[config.mk]
export PLATFORM = sky130hd
export DESIGN_NAME = blink_led
export DESIGN_NICKNAME = d
export VERILOG_FILES = /design/src/rtl/blink_led_pkg.sv /design/src/rtl/blink_led_tick.sv /design/src/rtl/blink_led.sv
export SDC_FILE = /design/constraint.sdc
export NUM_CORES = 1
export LEC_CHECK = 0
export CORE_MARGIN = 5
export CORE_UTILIZATION = 30
export DETAILED_ROUTE_END_ITERATION = 10
export SLEW_MARGIN = 20
export SYNTH_ARGS = -nofsm -noshare
export SYNTH_HDL_FRONTEND = slang
export SYNTH_SLANG_ARGS = --single-unit
export TNS_END_PERCENT = 1
[constraint.sdc]
create_clock -name clk -period 5 [get_ports clk]
set_input_delay 1 -clock clk [delete_from_list [all_inputs] [get_ports clk]]
set_output_delay 1 -clock clk [all_outputs]
set_load 0.01 [all_outputs]
[src/rtl/blink_led_pkg.sv]
// Shared constants and width helper for the LED blinker.
package blink_led_pkg;

   localparam int unsigned CLK_HZ              = 100_000_000;
   localparam int unsigned DEFAULT_HALF_PERIOD = CLK_HZ / 2;
   localparam int unsigned DEFAULT_PWM_PERIOD  = 16;
   localparam int unsigned DEFAULT_PWM_DUTY    = 4;

   function automatic int unsigned cnt_width(input int unsigned n);
      return (n > 1) ? $clog2(n) : 1;
   endfunction

endpackage

[src/rtl/blink_led_tick.sv]
// Terminal-count prescaler: counts 0..CYCLES-1, ticks on the last count.
module blink_led_tick
   import blink_led_pkg::*;
#(
   parameter  int unsigned CYCLES = 2,
   localparam int unsigned W      = cnt_width(CYCLES)
) (
   input  logic         clk,
   input  logic         rst,
   output logic         tick,
   output logic [W-1:0] cnt
);

   localparam logic [W-1:0] LAST = W'(CYCLES - 1);

   logic [W-1:0] cnt_q = '0;
   logic [W-1:0] cnt_d;

   always_comb begin
      tick  = (cnt_q == LAST);
      cnt_d = tick ? '0 : cnt_q + W'(1);
   end

   always_ff @(posedge clk) begin
      if (rst) cnt_q <= '0;
      else     cnt_q <= cnt_d;
   end

   assign cnt = cnt_q;

endmodule

[src/rtl/blink_led.sv]
// Free-running LED blinker; define BLINK_LED_PWM_EN to dim the on phase.
module blink_led
   import blink_led_pkg::*;
#(
   parameter int unsigned HALF_PERIOD_CYCLES = DEFAULT_HALF_PERIOD,
   parameter int unsigned PWM_PERIOD         = DEFAULT_PWM_PERIOD,
   parameter int unsigned PWM_DUTY           = DEFAULT_PWM_DUTY
) (
   input  logic clk,
   input  logic rst,
   output logic led
);

   localparam int unsigned HW = cnt_width(HALF_PERIOD_CYCLES);
   localparam int unsigned PW = cnt_width(PWM_PERIOD);

   if (HALF_PERIOD_CYCLES == 0) begin : g_bad_half
      $error("blink_led: HALF_PERIOD_CYCLES must be >= 1");
   end
   if (PWM_PERIOD < 2 || PWM_DUTY > PWM_PERIOD) begin : g_bad_pwm
      $error("blink_led: need PWM_PERIOD >= 2 and PWM_DUTY <= PWM_PERIOD");
   end

   logic          half_tick;
   logic [HW-1:0] unused_half_cnt;

   blink_led_tick #(
      .CYCLES (HALF_PERIOD_CYCLES)
   ) u_half (
      .clk  (clk),
      .rst  (rst),
      .tick (half_tick),
      .cnt  (unused_half_cnt)
   );

   logic phase_q = 1'b0;
   logic phase_d;

   always_comb begin
      phase_d = half_tick ? ~phase_q : phase_q;
   end

   always_ff @(posedge clk) begin
      if (rst) phase_q <= 1'b0;
      else     phase_q <= phase_d;
   end

`ifdef BLINK_LED_PWM_EN
   logic          unused_pwm_tick;
   logic [PW-1:0] pwm_cnt;

   blink_led_tick #(
      .CYCLES (PWM_PERIOD)
   ) u_pwm (
      .clk  (clk),
      .rst  (rst),
      .tick (unused_pwm_tick),
      .cnt  (pwm_cnt)
   );

   logic pwm_on_q = 1'b0;
   logic pwm_on_d;

   always_comb begin
      pwm_on_d = (32'(pwm_cnt) < PWM_DUTY);
   end

   always_ff @(posedge clk) begin
      if (rst) pwm_on_q <= 1'b0;
      else     pwm_on_q <= pwm_on_d;
   end

   assign led = phase_q & pwm_on_q;
`else
   assign led = phase_q;
`endif

endmodule

* Yosys cells after proc, flatten, opt, wreduce, memory -nomap -nowiden
Index checks and enable logic that the tools add are counted.
Word-level totals: register bits after elaboration 27, input bits 2, word-level logic and storage cells 6, output and inout bits 1
Cells by class: bitwise gates (word level) 1, reduce and logical (&&, ||, !) cells 1, add/sub/neg operators 1, equal/unequal tests 1
Operator list (count):
- 26-bit by 1-bit adder with 26-bit output, second input constant | 1
- 26-bit == test, second input constant | 1
- 2-bit OR reduction | 1
- 1-bit inverter | 1

* Logic depth before layout (Yosys ltp)
Gate-level depths: netlist of the first run.
word-level depth 2, depth in mapped cells 6, mapped depth without buffers 4

* Hierarchy
From an unflattened synthesis of the first run, not the netlist that was laid out.
Unflattened totals: cells, all modules 150, area, all modules 1290.0 um^2
By module, submodules not included:
- blink_led_tick | area an instance 1257.5 um^2, cells an instance 147, sequential area each 520.5 um^2, times used 1
- blink_led | area an instance 32.5 um^2, cells an instance 3, sequential area each 20.0 um^2, times used 1

* Worst setup path after synthesis of the first run
Ideal clock, no wire load.
path kind reg2reg, from register u_half.cnt_q[11] (netlist: u_half.cnt[11]), to register u_half.cnt_q[24] (netlist: u_half.cnt[24]), required time 4883 ps, buffers on the path 1, library setup time 117 ps, arrival time 1538 ps, slack 3345 ps, period minus slack after synthesis 1655 ps, stages on the path, launching flop included 6, cell sequence dfxtp_1 buf_2 nor4_1 nand4_1 a2111o_1 a32o_1
Between the ends: longest elaborated chain between the ends 2, elaborated cells on any way between the ends 3, classes of those cells 1 x add/sub; 1 x eq/ne; 1 x reduce/logical
RTL lines:
- from (decl) | RTL line blink_led_tick.sv:16 | logic [W-1:0] cnt_q = '0;
- from (signal assigned) | RTL line blink_led_tick.sv:26 | else cnt_q <= cnt_d;
- parallel branches: the longest is 2 deep, another holds 26-bit by 1-bit adder with 26-bit output
Parallel ways; which one is timed is not known. A chain may end at the register's enable or synchronous reset.

* Worst setup path in the final report of the first run
from register u_half.cnt_q[2] (netlist: u_half.cnt[2]), to register u_half.cnt_q[9] (netlist: u_half.cnt[9])
The elaborated chain is that of the path after synthesis.

==> run metrics, run 1 <==
root buffer cell=clkbuf_8; die area=~0.0058 sq mm; synth unique cells=32; post-CTS setup buffers=0; Total Wirelength=between 2000 and 2500 microns; largest net degree at the start of global routing=26; Diodes inserted=0; DR pass1 iterations=4; Hold Path Origin=u_half.cnt[0]$_SDFF_PP0_; worst path cell trace=and4_1 > nand2_2 > o31ai_4 > nor2_1; Die Wd=76.27 microns; sequential share of the synthesized area=0.4103; asr flop ratio synth=0; I/O pin count=3; Avg Cell Area, Syn=8.842 sq um; Area contributors post-synth=dfxtp_1 41%, xor2_1 6.0%, a21oi_1 4.9%, o31ai_1 4.6%, nand3_1 4.2%; min-delay worst type=flop to flop; TritonCTS clock tree=done; nature of the critical path startpoint=flop; RSZ-0062 raised after global routing=false; share of cells above drive strength 1=0.06164; setup total negative slack=0 ns; Initial Utilization=0.3068; Final Instance Area=between 0.001 and 0.0015 sq mm; cell family with most CP delay=compound AO/OA/AOI/OAI gates; Reg-to-Reg Start=u_half.cnt[2]$_SDFF_PP0_; IO buf count=2; Clock Sink Count=27; TritonCTS Buffers=3; Pwr Density=251.8 mW/mm^2; Synth Instances=roughly 150; worst-case hold slack=around 0.44 ns; Die Y-Extent=~76 microns; f_max=roughly 0.43 GHz; final hold vios=0; fin worst setup slack=2.691 ns; Synth Cell Area=0.001318 sq mm; RePlAce Congestion=between 0.7 and 0.8; Worst Setup Path Type=flop to flop; #FFs+latches synth=27; P&R area growth vs syn=5.508%; DPL Wire Length=1797 microns; cell taking the most area after synthesis=dfxtp_1; initial antenna violation count=0; Primary FF master, synth=dfxtp_1; Final ANT Viol Nets=0; Crit path largest cell delay=0.95 ns; Tmin final=approximately 2.3 ns; Mapped Nets=between 150 and 200; detailed router's first-iteration violation count=63; data required time of the worst path=about 5.1 ns; crit path launch=u_half.cnt[2]$_SDFF_PP0_; worst rel slew slack=0.3219; Core Util, Final=0.3237; grt ovf=0; Arrival @ worst endpoint=around 2.4 ns; Cell Rows=24; total track usage=0.08870; Worst Setup End Kind=flop; max-capacitance violation count=0; share of the synthesized area in the top cell type=0.4103; Non-Filler Instances=198; clock skew=between 0.0015 and 0.002 ns; CTS max path bufs=2; Tot Pwr=0.3500 mW; cell total after placement=194; Vias/cell=roughly 5.4; multi-input logic area=between 700 and 800 sq um; Synth warnings=0; crit path buf inv count=0; clock edge transition at the registers on the reported setup and hold paths=~0.09 ns; status=complete, no violations; dpl ws=~2.7 ns; DRC=0; vias=between 1k and 1.5k; H-tree levels=1; top-count cell post-synth=dfxtp_1; vias in the first global route=between 1k and 1.5k; fill count=462; Final nets=150; crit-path max FO=25; Tightest Pin Transition=roughly 1 ns; Final Setup Violations=0; Core Region=between 0.004 and 0.005 sq mm; Post-synth top cells=27 x dfxtp_1, 13 x a21oi_1, 12 x nor2_1; WL/cell=~12 microns; # hold bufs at CTS=0; Pleak=~0.43 nW; post-cts resize count=0; Post-synth EDFFs=0; global-route wire length before repair=4471 microns; Cell Area, Placed=approximately 0.0013 sq mm; fin crit share=0.4617; clk_lat worst skew=between 0.2 and 0.3 ns; Reg area=540.5 sq um; Pins Over Slew Limit=0; Max VDD drop=between 0.1 and 0.15 mV; Slowest cell on crit path=o31ai_4
==> where the power goes <==
part	switching, mW	total, mW	internal [mW]
Sequential	0.00149	0.218	0.217
Combinational	0.00677	0.0102	0.00348
Clock	0.0656	0.121	0.0557
Total	0.0739	0.350	0.276
==> path summary, 6_finish.rpt <==
path / to / cells after the start / slack, ns
setup / recovery: u_half.cnt[9]$_SDFF_PP0_ / 4 / 2.69
hold / removal: u_half.cnt[0]$_SDFF_PP0_ / 1 / 0.44
setup reg to reg: u_half.cnt[9]$_SDFF_PP0_ / 4 / 2.69
hold reg to reg: u_half.cnt[0]$_SDFF_PP0_ / 1 / 0.44
==> worst reg2reg max path: stages, from the launching register on <==
cell     delay (ns)
dfxtp_1        0.41
and4_1         0.39
nand2_2        0.28
o31ai_4        0.95
nor2_1         0.13
==> placed cells by master (no fill, tap or decap), types with 3 or more instances in the layout <==
master and instances:
a21oi_1 13, nand3_1 11, o31ai_1 8, and4_1 4, or4_1 7, and3_1 3
nor2_1 12, nand2_1 9, and2_1 3, clkbuf_8 3, or3_1 6, nand4_1 6
o21ai_0 6, dfxtp_1 27, xor2_1 9
==> cell type report <==
type | instances | area share
Tap cell | 52 | 0.04680
Sequential cell | 27 | 0.3888
Clock buffer | 3 | 0.02970
Timing Repair Buffer | 2 | 0.01440
Inverter | 2 | 0.005401
Multi-Input combinational cell | 111 | 0.5113
Clock inverter | 1 | 0.003600
==> cell families (layout without fill, tap and decap cells) <==
kind of cell               Yosys count  in the layout  share of synthesized area
adders and majority gates            1              1                   0.009495
AOI/OAI and AO/OA                   31             31                     0.1567
xor gates and xnor gates            10             10                    0.06648
DFF                                 27             27                     0.4103
and+or+nand+nor                     69             69                     0.3068
buffers and inverters               11              8                    0.05034
==> registers in the layout (all words and copies together), names as in the netlist <==
signal / cells
led: 1
u_half.cnt: 26
==> layer usage <==
metal,up-vias,part of all wire,GRT usage,wire (microns)
li1,552,-,-,-
met1,499,0.46,0.1105,1142
met2,18,0.49,0.1524,1195
met3,2,0.041,0.02837,100
met4,0,0.0097,0.01224,24
met5,-,0,0,0
No activity file was read; power rests on OpenSTA's default activity.
==> run 2, diff against run 1 <==
==> constraint.sdc (replaced) <==
create_clock -name clk -period 2.1 [get_ports clk]
set_input_delay 0.42 -clock clk [delete_from_list [all_inputs] [get_ports clk]]
set_output_delay 0.42 -clock clk [all_outputs]
set_load 0.01 [all_outputs]
==> run 2 against run 1 <==
Against the previous run:
- maximum frequency is 24% higher
- critical path type unchanged
- via count up 1.1%
- clock-buffer cell count is the same
- largest cell class unchanged
- critical endpoint is now u_half.cnt[20]$_SDFF_PP0_
- clock power is 150% higher
- sequential power is 140% higher
- power rose by 140%
- combinational power grew to 2.6 times the previous value
- sequential share of layout area is 0.42 points lower
- hold slack got worse by 0.0013 ns
- global-route usage up 0.39 points
==> run metrics, run 2 (same netlist as run 1, synthesis figures left out) <==
status=complete, no violations; IO buf count=2 (unchanged); nature of the critical path startpoint=flop; dpl ws=0.2683 ns (-2.405 ns); max-capacitance violation count=0 (unchanged); clock skew=0.008202 ns (+0.006270 ns); most common cell after layout, fill and taps aside=dfxtp_1; setup total negative slack=0 ns (unchanged); clock edge transition at the registers on the reported setup and hold paths=0.10 ns (about the same); Cell Area, Placed=0.001359 sq mm (+1.1%); post-CTS setup buffers=0 (unchanged); Die Wd=76.27 microns (unchanged); DR top layer=met4; Core Region=0.004294 sq mm (unchanged); Cell Rows=24 (unchanged); CTS max path bufs=2 (unchanged); grt ovf=0 (unchanged); P&R area growth vs syn=6.648%; Final Setup Violations=0 (unchanged); r2r worst-path depth=4 (unchanged); DPL Wire Length=1865 microns (+3.8%); TritonCTS clock tree=done; # hold bufs at CTS=0 (unchanged); final hold vios=0 (unchanged); largest net degree at the start of global routing=19 (-27%); Core Util, Final=0.3272 (+0.003496); Clock Sink Count=27 (unchanged); Arrival @ worst endpoint=2.08 ns (-0.35 ns); Initial Utilization=0.3068 (unchanged); vias=1083 (+1.1%); min-delay worst type=flop to flop; Tmin final=1.859 ns (-0.4500 ns); die area=0.005817 sq mm (unchanged); commonest cells after routing, fill and taps aside=27 x dfxtp_1, 13 x a21oi_1, 12 x nor2_1; met2 wire length=1255 microns (+5.0%); initial antenna violation count=0 (unchanged); crit-path max FO=18 (-28%); Final ANT Viol Nets=0 (unchanged); Reg-to-Reg Start=u_half.cnt[2]$_SDFF_PP0_; RSZ-0062 raised after global routing=false; clk_lat worst skew=0.28 ns (about the same); Tightest Pin Transition=0.3161 ns (-0.7010 ns); Met1 Wirelength=1203 microns (+5.3%); I/O pin count=3 (unchanged); data required time of the worst path=2.32 ns (-2.80 ns); crit path launch=u_half.cnt[2]$_SDFF_PP0_; Vias/cell=5.415 (+0.11%); f_max=0.5381 GHz (+24%); worst rel slew slack=0.7885 (+0.4666); Worst Setup End Kind=flop; fin crit share=0.8850 (+0.4233); flop-to-flop setup slack=0.24 ns (-2.45 ns); fin worst setup slack=0.2415 ns (-2.450 ns); Pleak=0.4423 nW (+2.2%); FF-to-FF End=u_half.cnt[20]$_SDFF_PP0_; post-cts resize count=0 (unchanged); Final nets=152 (+1.3%); max reg flops=26 (unchanged); Max VDD drop=0.3619 mV (+170%); share of cells above drive strength 1=0.07432 (+0.01268); global-route wire length before repair=4595 microns (+2.8%); Worst Setup Path Type=flop to flop; DRC=0 (unchanged); WL/cell=12.79 microns (+2.8%); Diodes inserted=0 (unchanged); Pwr Density=603.7 mW/mm^2 (+140%); Die Y-Extent=76.27 microns (unchanged); root buffer cell=clkbuf_8; H-tree levels=1 (unchanged); crit path to=u_half.cnt[20]$_SDFF_PP0_; TritonCTS Buffers=3 (unchanged); detailed router's first-iteration violation count=64 (+1.6%); Total Wirelength=2557 microns (+3.9%); RePlAce Congestion=0.8171 (+3.1%); routed length on met3=86 microns (-14%); Pins Over Slew Limit=0 (unchanged); Final Instance Area=0.001405 sq mm (+1.1%); Tot Pwr=0.8483 mW (+140%); total track usage=0.09260 (+0.003898); vias in the first global route=1035 (unchanged); DR pass1 iterations=4 (unchanged)
-- run 2: per-layer routing --
metal / GRT usage / vias up
met4: 0.01573 / 0
met5: 0 / -
li1: - / 550
met3: 0.02837 / 4
met2: 0.1704 / 7
met1: 0.1053 / 522
-- run 2: final cells by class --
cell class | instances | area (sq um)
repair buffers | 4 | 35.03
clock buffers | 3 | 41.29
multi-input cells | 111 | 710.7
flip-flops and latches | 27 | 540.5
clock inverters | 1 | 5.005
fillers | 459 | 2889
well taps | 52 | 65.06
inverters | 2 | 7.507
-- run 2: power breakdown --
| part | switching, mW | internal [mW] | leakage (nW) |
|---|---|---|---|
| Clock | 0.168 | 0.133 | 0.0255 |
| Combinational | 0.0164 | 0.0104 | 0.199 |
| Sequential | 0.00360 | 0.516 | 0.218 |
-- run 2: metrics by stage --
step	instances	hold slack, ns
after CTS	200	0.4445
after floorplan	149	0.4127
after global placement	196	0.4226
final	200	0.4411
after global routing	200	0.4790
after detailed placement	196	0.4314
-- run 2: worst max-delay path: stages, from the launching register on --
cell     delay (ns)
dfxtp_1        0.42
and4_1         0.41
nand2_2        0.27
or4_1          0.55
a21oi_1        0.15
-- run 2: worst min path at each step --
| stage | from | endpoint | slack, ns | cells after the start |
|---|---|---|---|---|
| after floorplan | u_half.cnt[0]$_SDFF_PP0_ | u_half.cnt[0]$_SDFF_PP0_ | 0.41 | 1 |
| after global placement | u_half.cnt[0]$_SDFF_PP0_ | u_half.cnt[0]$_SDFF_PP0_ | 0.42 | 1 |
| after detailed placement | u_half.cnt[0]$_SDFF_PP0_ | u_half.cnt[0]$_SDFF_PP0_ | 0.43 | 1 |
| after CTS | u_half.cnt[0]$_SDFF_PP0_ | u_half.cnt[0]$_SDFF_PP0_ | 0.44 | 1 |
| after global routing | u_half.cnt[0]$_SDFF_PP0_ | u_half.cnt[0]$_SDFF_PP0_ | 0.48 | 1 |
| final | u_half.cnt[0]$_SDFF_PP0_ | u_half.cnt[0]$_SDFF_PP0_ | 0.44 | 1 |
